File: src/rtl/dbus_req_ctrl_pkg.sv
// Shared data-bus request/response types and access-size encodings
// used by the memory stage and the core's dbus port.
package dbus_req_ctrl_pkg;

  typedef enum logic [1:0] {
    MSIZE1 = 2'd0,
    MSIZE2 = 2'd1,
    MSIZE4 = 2'd2
  } msize_t;

  typedef struct packed {
    logic        valid;
    logic [31:0] addr;
    msize_t      size;
    logic [3:0]  strobe;
    logic [31:0] data;
  } dbus_req_t;

  typedef struct packed {
    logic        addr_ok;
    logic        data_ok;
    logic [31:0] data;
  } dbus_resp_t;

endpackage

File: src/rtl/dbus_req_ctrl.sv
// Sequences the memory stage's single outstanding dbus transaction: stalls until data
// returns, holds read data until the stage advances, drains flushed requests, counts stalls.
module dbus_req_ctrl
  import dbus_req_ctrl_pkg::*;
#(
  parameter int CNT_W = 32
) (
  input  logic             clk,
  input  logic             reset,
  input  dbus_req_t        stage_req,
  input  logic             advance,
  input  logic             flush,
  output dbus_req_t        bus_req,
  input  dbus_resp_t       bus_resp,
  output logic             stall,
  output logic [31:0]      rdata,
  output logic [CNT_W-1:0] stall_cnt
);

  typedef enum logic [1:0] {
    IDLE,
    ADDR,
    DATA,
    DONE
  } state_t;

  state_t           state_q, state_d;
  logic             drain_q, drain_d;
  logic [31:0]      rdata_q;
  logic [CNT_W-1:0] cnt_q;

  logic issue, req_vld, addr_acc, data_acc, in_flight, drain_now, capture;
  state_t fin_state;

  always_comb begin
    issue     = (state_q == IDLE) && stage_req.valid && !flush;
    req_vld   = !reset && (issue || (state_q == ADDR));
    addr_acc  = req_vld && bus_resp.addr_ok;
    // A data_ok is only ours once the address has been accepted; stray beats are dropped.
    data_acc  = !reset && bus_resp.data_ok && (addr_acc || (state_q == DATA));
    in_flight = (state_q == ADDR) || (state_q == DATA);
    drain_now = drain_q || (flush && in_flight);
    capture   = data_acc && !drain_now;
    // If the stage already left in the data cycle there is nothing to hold.
    fin_state = (drain_now || advance) ? IDLE : DONE;

    state_d = state_q;
    drain_d = drain_now && !data_acc;
    case (state_q)
      IDLE: begin
        if (issue) begin
          if (data_acc)      state_d = fin_state;
          else if (addr_acc) state_d = DATA;
          else               state_d = ADDR;
        end
      end
      ADDR: begin
        if (data_acc)      state_d = fin_state;
        else if (addr_acc) state_d = DATA;
      end
      DATA: begin
        if (data_acc) state_d = fin_state;
      end
      DONE: begin
        if (advance || flush) state_d = IDLE;
      end
      default: state_d = IDLE;
    endcase
  end

  always_comb begin
    bus_req       = stage_req;
    bus_req.valid = req_vld;
    // While draining a killed request, any waiting instruction stalls even on the drain's data_ok.
    stall = !reset && stage_req.valid && !flush && (state_q != DONE) &&
            (drain_now || !data_acc);
    rdata = capture ? bus_resp.data : rdata_q;
  end

  assign stall_cnt = cnt_q;

  always_ff @(posedge clk) begin
    if (reset) begin
      state_q <= IDLE;
      drain_q <= 1'b0;
      rdata_q <= 32'h0;
      cnt_q   <= '0;
    end else begin
      state_q <= state_d;
      drain_q <= drain_d;
      if (capture) rdata_q <= bus_resp.data;
      if (stall)   cnt_q   <= cnt_q + CNT_W'(1);
    end
  end

endmodule

File: config.mk
export PLATFORM = sky130hd
export DESIGN_NAME = dbus_req_ctrl
export DESIGN_NICKNAME = d
export VERILOG_FILES = /design/src/rtl/dbus_req_ctrl_pkg.sv /design/src/rtl/dbus_req_ctrl.sv
export SDC_FILE = /design/constraint.sdc
export NUM_CORES = 1
export LEC_CHECK = 0
export ABC_AREA = 1
export BUFFER_PORTS_ARGS = -buffer_cell sky130_fd_sc_hd__buf_2
export CORE_UTILIZATION = 35
export DETAILED_ROUTE_END_ITERATION = 12
export GPL_TIMING_DRIVEN = 0
export PLACE_DENSITY_LB_ADDON = 0.25
export REMOVE_ABC_BUFFERS = 1
export SLEW_MARGIN = 10
export SYNTH_ARGS = -nofsm -noshare
export SYNTH_HDL_FRONTEND = slang
export SYNTH_SLANG_ARGS = --single-unit
File: constraint.sdc
create_clock -name clk -period 2.4 [get_ports clk]
set_clock_uncertainty 0.15 [all_clocks]
set_input_delay 0.36 -clock clk [delete_from_list [all_inputs] [get_ports clk]]
set_output_delay 0.36 -clock clk [all_outputs]
set_load 0.005 [all_outputs]
==> results of run 1 <==
==> path summary, 6_finish.rpt <==
kind	start	to	slack, ps	cells past startpoint
max	state_q[1]$_SDFFE_PP0P_	rdata[24]	-190	12
min	bus_resp[26]	rdata_q[26]$_SDFF_PP0_	120	3
max reg2reg	state_q[1]$_SDFFE_PP0P_	stall_cnt[19]$_SDFFE_PP0P_	80	12
min reg2reg	stall_cnt[31]$_SDFFE_PP0P_	stall_cnt[31]$_SDFFE_PP0P_	340	2
==> what timing repair did <==
| action | 4_1_cts | 5_1_grt |
|---|---|---|
| setup endpoints to repair | 97 | 47 |
| resized for setup | 42 | 45 |
| cloned | 7 | 4 |
| pin swaps | 9 | 11 |
| setup buffers | 25 | 19 |
==> metal layers <==
metal	routed length, microns	vias to the layer above	global-route usage
li1	-	2209	-
met1	8570	2054	0.350
met2	6730	277	0.325
met3	3220	17	0.210
met4	170	8	0.0473
met5	194	-	0.144
==> cell families after synthesis <==
family | after synthesis | share of synthesized area
AO/OA/AOI/OAI | 77 | 0.109
XOR/XNOR | 11 | 0.0209
adder cells (fa/ha/maj) | 6 | 0.0163
buffers and inverters | 199 | 0.233
flip-flops | 67 | 0.291
AND/OR/NAND/NOR | 334 | 0.330
==> where the power goes <==
group          switching [uW]  internal [uW]  total, uW  leakage [uW]
registers                46.4           1210       1250      0.000543
clock network             483            680       1160      0.000128
logic                     812            744       1560       0.00205
==> cell type report <==
class,instances,area [sq um],share of cell area
Clock buffer,10,229,0.0387
Clock inverter,4,20.0,0.00339
Inverter,104,400,0.0677
Multi-Input combinational cell,432,2550,0.431
Sequential cell,67,1350,0.228
Tap cell,172,215,0.0364
Timing Repair Buffer,155,1150,0.194
==> per-stage QoR <==
stage | setup slack (ps) | hold slack [ps] | TNS (ps)
2_1_floorplan | -1730 | 277 | -121580
6_report | -186 | 125 | -4660
3_3_place_gp | -3560 | 341 | -265700
3_5_place_dp | -1080 | 341 | -57380
4_1_cts | -145 | 110 | -4100
5_1_grt | -281 | 120 | -8020
==> placed cells by master (no fill, tap or decap) <==
master,count
nor2_4,3
inv_2,9
buf_16,2
nor2_2,34
a31oi_1,1
nand3_1,59
buf_12,7
clkinv_2,4
nand3_2,3
nand2_4,5
o21ai_2,6
nor2_1,56
buf_6,9
nor3_1,1
buf_4,31
inv_6,1
a21oi_4,1
o21ai_0,7
nand3_4,2
nand2_2,33
nand2_8,1
a21oi_1,34
xnor2_1,10
o211ai_1,2
buf_2,100
nand2_1,141
buf_8,3
ha_1,4
o21ai_4,26
xor2_1,1
clkbuf_1,1
dfxtp_4,2
inv_4,2
dfxtp_1,65
ha_4,2
inv_1,92
clkbuf_16,12
==> tightest hold or removal path: cells and delay by family <==
kind | cells | cell delay (ps)
buf+inv | 1 | 90
compound gates | 1 | 60
simple gates | 1 | 60
==> state kept, by name, indices dropped and copies added (netlist names) <==
name,flops
rdata_q,32
state_q,2
drain_q,1
stall_cnt,32
==> run metrics, run 1 <==
status finished, violations left; failing checks negative setup slack; # diodes 0; Pwr Total 3970 uW; Peak Freq 387 MHz; fin nets 884; Placed Area 0.00473 sq mm; Worst Path Max Fanout 6; Placer Congestion 0.796; total die area 0.0136 sq mm; pwr dens 672 mW/mm^2; Util after Layout 0.465; via count 4,565; Initial DRT Pass Iterations 5; core area 0.0127 sq mm; crit-path cells inv_4 -> ha_4 -> nand3_2 -> nand2_1 -> nand3_2 -> nand2_4 -> nand3_4 -> buf_6 -> clkbuf_16 -> o21ai_4 -> inv_1 -> buf_2; initial drt markers 346; cell taking the most area after synthesis dfxtp_1; drt drc 0; share of cells above drive strength 1 0.386; Starting Density 0.363; final hold viol count 0; fin crit share 1.08; Cells after DPL 877; H-tree Lvls 3; Max IR drop VDD 611 uV; count leader, synth nand2_1; number of max-cap violations 0; CTS Buffer Depth 2; die height 117 microns; EDFF count, synth 0; Tot GR Track Use 0.267; design area 0.00591 sq mm; Final Max Tran Viols 0; Netlist cell types 25; WP data required 1890 ps; pin count of the biggest net entering global routing 38; Largest delay share family, worst path buffers and inverters; synthesis-stage register bit count 67; grt total ovfl 0; # port buffers 104; Crit path arrival time 2080 ps; Mapped Avg Cell Area 6.65 sq um; final std cells w/o fill 944; total CTS buffers 9; Vias/cell 4.84; DR WL/cell 20.0 microns; cell mode on critical path nand3_2; initial antenna violation count 0; clk slew on worst S/H paths 60 ps; Worst Tran Pin Value 777 ps; crit start category register; Final ANT Viol Nets 0; vias in the first global route 3,807; Sink Count 67; clk root buf clkbuf_16; Syn. warnings 0; Post-synth ARST share 0; area delta synth->final 28.2%; setup violators final 33; final WL 18,900 microns; Slew headroom 0.481; synthesized area 0.00461 sq mm; Synth Instances 694; CTS tree yes; RSZ-0062 raised after global routing true; Main synth FF type dfxtp_1; number of fill cells 1,318; critical path buffer and inverter count 5; HP Class primary input to register; Site Rows 41; global-route wire length before repair 25,300 microns; top-area cell type share of the netlist area 0.291; CP Class register to output port; Clock Latency Late Sink 330 ps; Synth area leaders dfxtp_1, buf_4, nand2_1; width of the die 117 microns; slowest cell on the critical path dfxtp_4; dpl hpwl 12,000 microns; Max stage delay on crit path 360 ps; CP Capture Type output port; worst setup margin -186 ps; register area share after synthesis 0.291; total I/O pin count 245; Synth top cells by count nand2_1, inv_1, buf_4; CTS Hold Bufs 0; leakage 0.00272 uW; min Tclk post-route 2590 ps
(Power assumes the default switching activity.)
==> run 2, diff against run 1 <==
--- a/config.mk
+++ b/config.mk
@@ -5,9 +5,9 @@
 export SDC_FILE = /design/constraint.sdc
 export NUM_CORES = 1
 export LEC_CHECK = 0
-export ABC_AREA = 1
 export BUFFER_PORTS_ARGS = -buffer_cell sky130_fd_sc_hd__buf_2
 export CORE_UTILIZATION = 35
+export CTS_BUF_LIST = sky130_fd_sc_hd__clkbuf_8
 export DETAILED_ROUTE_END_ITERATION = 12
 export GPL_TIMING_DRIVEN = 0
 export PLACE_DENSITY_LB_ADDON = 0.25
==> run metrics, run 2 <==
status finished, violations left; failing checks negative setup slack; Max IR drop VDD 309 uV (-49%); register area share after synthesis 0.365 (+0.0740); Tot GR Track Use 0.262 (-0.00511); total I/O pin count 245 (unchanged); Flop pwr share 0.362 (+0.047); Post-synth ARST share 0 (unchanged); most common cell after layout, fill and taps aside buf_2; CP Class register to output port; clk root buf clkbuf_8; WHS 97.4 ps (-27.3 ps); cell taking the most area after synthesis dfxtp_1; fin nets 571 (-35%); initial drt markers 148 (-57%); Vias/cell 5.22 (+7.9%); pwr dens 731 mW/mm^2 (+8.8%); Slew headroom 0.594 (+0.112); most frequent cells in the layout buf_2, dfxtp_1, nor2b_1, buf_6, nor2_1; Worst Tran Pin Value 609 ps (-168 ps); synthesis-stage register bit count 67 (unchanged); via count 3,115 (-32%); initial antenna violation count 0 (unchanged); share of cells above drive strength 1 0.443 (+0.0565); fin crit share 1.15 (+0.0750); Initial DRT Pass Iterations 4 (-1); width of the die 104 microns (-11%); # diodes 0 (unchanged); combinational share of power 0.336 (-0.056); Power Internal 2450 uW (-6.9%); R2R Setup Slk -130 ps (-210 ps); Sink Count 67 (unchanged); Placer Congestion 0.852 (+7.0%); drt drc 0 (unchanged); Synth top cells by count buf_4, dfxtp_1, nor2b_1; vias in the first global route 2,965 (-22%); die height 104 microns (-11%); count leader, synth buf_4; crit path to rdata[11]; Critical Path Start state_q[1]$_SDFFE_PP0P_; final WL 14,300 microns (-24%); worst setup margin -366 ps (-180 ps); CTS tree yes; reg2reg end stall_cnt[27]$_SDFFE_PP0P_; Netlist cell types 43 (+72%); DR WL/cell 24.0 microns (+20%); min Tclk post-route 2770 ps (+180 ps); clk slew on worst S/H paths 80 ps (+20 ps); final hold viol count 0 (unchanged); EDFF count, synth 0 (unchanged); Final ANT Viol Nets 0 (unchanged); pin count of the biggest net entering global routing 79 (+110%); Crit path arrival time 2260 ps (+180 ps); Worst Hold Path Cells 2 (-1); Peak Freq 362 MHz (-6.5%); synthesized area 0.00368 sq mm (-20%); WP data required 1890 ps (about the same); dpl hpwl 10,600 microns (-12%); FF+latch area 0.00135 sq mm (about the same); Clock Latency Late Sink 330 ps (about the same); number of max-cap violations 0 (unchanged); Syn. warnings 0 (unchanged); Mapped Avg Cell Area 8.99 sq um (+35%); top-area cell type share of the netlist area 0.365 (+0.0740); Site Rows 37 (-9.8%); RSZ-0062 raised after global routing true; Sw Share 0.284 (-0.0534); HP Class primary input to register; H-tree Lvls 3 (unchanged); global-route wire length before repair 20,500 microns (-19%); crit start category register; Starting Density 0.359 (-0.00321); worst r2r src state_q[0]$_SDFFE_PP0P_; leakage 0.00193 uW (-29%); core area 0.0102 sq mm (-20%); number of fill cells 977 (-26%); Synth Instances 409 (-41%); area delta synth->final 27.3%; total CTS buffers 9 (unchanged); Main synth FF type dfxtp_1; CTS Buffer Depth 2 (unchanged); worst reg2reg path depth 9 (-3); Worst Path Max Fanout 6 (unchanged); NetSw 973 uW (-27%); # port buffers 104 (unchanged); Final Max Tran Viols 0 (unchanged); setup violators final 36 (+9.1%); Post-Place Worst Slack -744 ps (+336 ps); Synth area leaders dfxtp_1, buf_4, mux2_2; area of the multi-input gates 0.00197 sq mm (-23%); CP Capture Type output port; Clock power frac 0.302 (+0.009); total die area 0.0109 sq mm (-20%); grt total ovfl 0 (unchanged)
## run 2: cell count changes in the layout (fill, tap and decap cells not counted), moves of 28 or more
| cell | delta |
|---|---|
| nand2_2 | -32 |
| nor2b_1 | +36 |
| mux2_4 | +28 |
| nand3_1 | -50 |
| nand2_1 | -128 |
| nor2_2 | -34 |
| inv_1 | -89 |
## run 2: area by class of cell
type                       count  share of cell area
inverter                       5             0.00508
multi-input combinational    245               0.421
sequential                    67               0.288
timing repair buffer         128               0.203
tap                          136              0.0364
clock inverter                 7              0.0198
clock buffer                   9              0.0265
## run 2: power groups by stage
stage / clock network (uW) / logic [uW] / registers [uW]
6_report: 1030 / 1150 / 1240
5_1_grt: 1120 / 1240 / 1250
4_1_cts: 1070 / 1110 / 1230
3_5_place_dp: 0 / 720 / 1240
3_3_place_gp: 0 / 673 / 1240
2_1_floorplan: 0 / 452 / 1230
## run 2: metal layers
layer / vias up / share of wire / wire length [microns] / track usage
met5: - / 0.0038 / 55 / 0.0476
met1: 1457 / 0.35 / 5020 / 0.272
met2: 227 / 0.42 / 6040 / 0.367
met3: 6 / 0.22 / 3130 / 0.267
met4: 2 / 0.0038 / 55 / 0.0480
li1: 1423 / - / - / -
## run 2: cells by family after synthesis
kind of cell / count (synthesis) / share of synthesized area
simple gates: 150 / 0.232
flops: 67 / 0.365
buf+inv: 97 / 0.174
mux: 34 / 0.104
fa+ha+maj: 6 / 0.0204
compound gates: 36 / 0.0596
xor+xnor: 19 / 0.0453
## run 2: critical path: stages (launching register included)
cell and delay, ps:
dfxtp_4 390, inv_4 50, ha_4 200, a21o_4 220
a211oi_4 260, buf_6 200, buf_8 150, mux2_4 320
buf_6 120
## run 2: worst min-delay path by stage
| stage | start | endpoint | slack [ps] |
|---|---|---|---|
| after floorplan | reset | stall_cnt[14]$_SDFFE_PP0P_ | 280 |
| after global placement | stall_cnt[30]$_SDFFE_PP0P_ | stall_cnt[30]$_SDFFE_PP0P_ | 320 |
| after detailed placement | stall_cnt[30]$_SDFFE_PP0P_ | stall_cnt[30]$_SDFFE_PP0P_ | 330 |
| after CTS | bus_resp[32] | drain_q$_SDFF_PP0_ | 70 |
| after global routing | bus_resp[32] | drain_q$_SDFF_PP0_ | 80 |
| final | bus_resp[32] | drain_q$_SDFF_PP0_ | 100 |
## run 2: timing repair
action                                  CTS  global route
pin swaps                                 8            13
gates cloned                              2             0
resized for setup                        90            17
hold buffers                              0             0
endpoints found under the setup margin   93            49
setup buffers                            14            10
## run 2: metrics by stage
stage	instance area, sq um	cells	power (uW)	util	setup TNS (ps)
floorplan	3060	317	1690	-	-309130
global placement	3750	557	1910	0.366	-576080
detailed placement	3820	560	1960	0.373	-33130
CTS	4600	591	3410	0.449	-9700
global route	4680	597	3610	0.458	-14640
finish	4680	597	3420	0.458	-11360
==> run 3, diff against run 2 <==
--- a/config.mk
+++ b/config.mk
@@ -5,7 +5,8 @@
 export SDC_FILE = /design/constraint.sdc
 export NUM_CORES = 1
 export LEC_CHECK = 0
-export BUFFER_PORTS_ARGS = -buffer_cell sky130_fd_sc_hd__buf_2
+export BUFFER_PORTS_ARGS = -buffer_cell sky130_fd_sc_hd__buf_4
+export CORE_MARGIN = 2
 export CORE_UTILIZATION = 35
 export CTS_BUF_LIST = sky130_fd_sc_hd__clkbuf_8
 export DETAILED_ROUTE_END_ITERATION = 12
==> run metrics, run 3 (synthesis results as in run 2) <==
via count 3,199 (+2.7%); number of fill cells 994 (+1.7%); Util after Layout 0.489 (+0.0313); Pwr Total 3660 uW (+7.1%); initial drt markers 149 (+0.68%); pin count of the biggest net entering global routing 79 (unchanged); final std cells w/o fill 603 (+1.0%); core area 0.0103 sq mm (+0.45%); Crit path arrival time 2320 ps (+60 ps); total die area 0.0113 sq mm (+3.9%); number of max-cap violations 0 (unchanged); fin crit share 1.18 (+0.0261); FF+latch area 0.00135 sq mm (+0.28%); WP data required 1890 ps (about the same); CTS Buffer Depth 2 (unchanged); leakage 0.00202 uW (+4.6%); CP Capture Type output port; Placer Congestion 0.888 (+4.2%); Sink Count 67 (unchanged); clk slew on worst S/H paths 80 ps (about the same); CP Class register to output port; die height 106 microns (+1.9%); clk root buf clkbuf_8; Peak Freq 354 MHz (-2.2%); total CTS buffers 9 (unchanged); vias in the first global route 3,008 (+1.5%); global-route wire length before repair 20,300 microns (-0.98%); Worst Tran Pin Value 723 ps (+114 ps); final hold viol count 0 (unchanged); Vias/cell 5.31 (+1.7%); crit-path cells inv_4 -> ha_4 -> a21o_1 -> a211oi_4 -> buf_6 -> buf_16 -> buf_12 -> buf_12 -> mux2_4 -> buf_6; crit start category register; grt total ovfl 0 (unchanged); DR WL/cell 23.9 microns (-0.19%); most common cell after layout, fill and taps aside buf_4; width of the die 106 microns (+1.9%); H-tree Lvls 3 (unchanged); worst setup margin -428 ps (-62.7 ps); final WL 14,400 microns (+0.82%); HP Class primary input to register; Site Rows 37 (unchanged); RSZ-0062 raised after global routing true; status finished, violations left; min Tclk post-route 2830 ps (+62.7 ps); Slew headroom 0.518 (-0.0758); pwr dens 729 mW/mm^2 (-0.20%); Final Max Tran Viols 0 (unchanged); # port buffers 104 (unchanged); Final ANT Viol Nets 0 (unchanged); CTS tree yes; Worst Path Max Fanout 6 (unchanged); # diodes 0 (unchanged); Initial DRT Pass Iterations 4 (unchanged); setup violators final 39 (+8.3%); Max IR drop VDD 371 uV (+20%); Max stage delay on crit path 380 ps (about the same); Post-Place Worst Slack -701 ps (+43.3 ps); initial antenna violation count 0 (unchanged); drt drc 0 (unchanged); Clock Latency Late Sink 350 ps (+20 ps); slowest cell on the critical path dfxtp_4; area delta synth->final 36.7%; total I/O pin count 245 (unchanged); design area 0.00502 sq mm (+7.3%); Tot GR Track Use 0.248 (-0.0137); Cells after DPL 560 (unchanged); dpl hpwl 10,700 microns (+0.61%); share of cells above drive strength 1 0.478 (+0.0350); Placed Area 0.00408 sq mm (+6.7%); fin nets 577 (+1.1%); Starting Density 0.358 (-0.00162); area of the multi-input gates 0.00203 sq mm (+2.8%); failing checks negative setup slack; most frequent cells in the layout buf_4, dfxtp_1, nor2b_1, mux2_4, buf_6
[run 3: power breakdown]
group	total [uW]	switching, uW	internal, uW
Clock	1190	489	699
Combinational	1240	502	741
Sequential	1230	38.7	1190
[run 3: layout make-up]
| class | count | area share |
|---|---|---|
| clock buffers | 9 | 0.0247 |
| clock inverters | 7 | 0.0247 |
| inverters | 5 | 0.00473 |
| multi-input cells | 246 | 0.403 |
| flip-flops and latches | 67 | 0.269 |
| well taps | 136 | 0.0339 |
| repair buffers | 133 | 0.239 |
[run 3: final timing paths]
check | from | end | slack [ps] | depth (start not counted)
min | bus_resp[32] | drain_q$_SDFF_PP0_ | 60 | 2
max reg2reg | state_q[0]$_SDFFE_PP0P_ | stall_cnt[27]$_SDFFE_PP0P_ | -260 | 11
min reg2reg | stall_cnt[27]$_SDFFE_PP0P_ | stall_cnt[27]$_SDFFE_PP0P_ | 350 | 2
max | state_q[1]$_SDFFE_PP0P_ | rdata[12] | -430 | 10
[run 3: repair_timing]
action                                  CTS  global route
endpoints found under the setup margin   95            52
pin swaps                                16             9
gates resized for setup                  80            36
setup buffers                            19             6
hold buffers                              0             0
gates cloned                              2             0
[run 3: critical path: cells and delay by family, from the launching register on]
kind / cells / cell delay, ps
AO/OA/AOI/OAI: 2 / 380
adder cells (fa/ha/maj): 1 / 230
buffers and inverters: 6 / 670
flip-flops: 1 / 380
multiplexers: 1 / 310
[run 3: layer usage]
| metal | global-route usage | share of wire |
|---|---|---|
| met2 | 0.328 | 0.40 |
| met1 | 0.257 | 0.36 |
| met4 | 0.0547 | 0.014 |
| met3 | 0.273 | 0.23 |
| met5 | 0.119 | 0.0068 |
[run 3: metrics by stage]
step	hold WS, ps	TNS (ps)
after floorplan	279	-309130
after global placement	328	-547640
after detailed placement	338	-39540
after CTS	38.7	-12170
after global routing	57.1	-15130
final	56.4	-12280
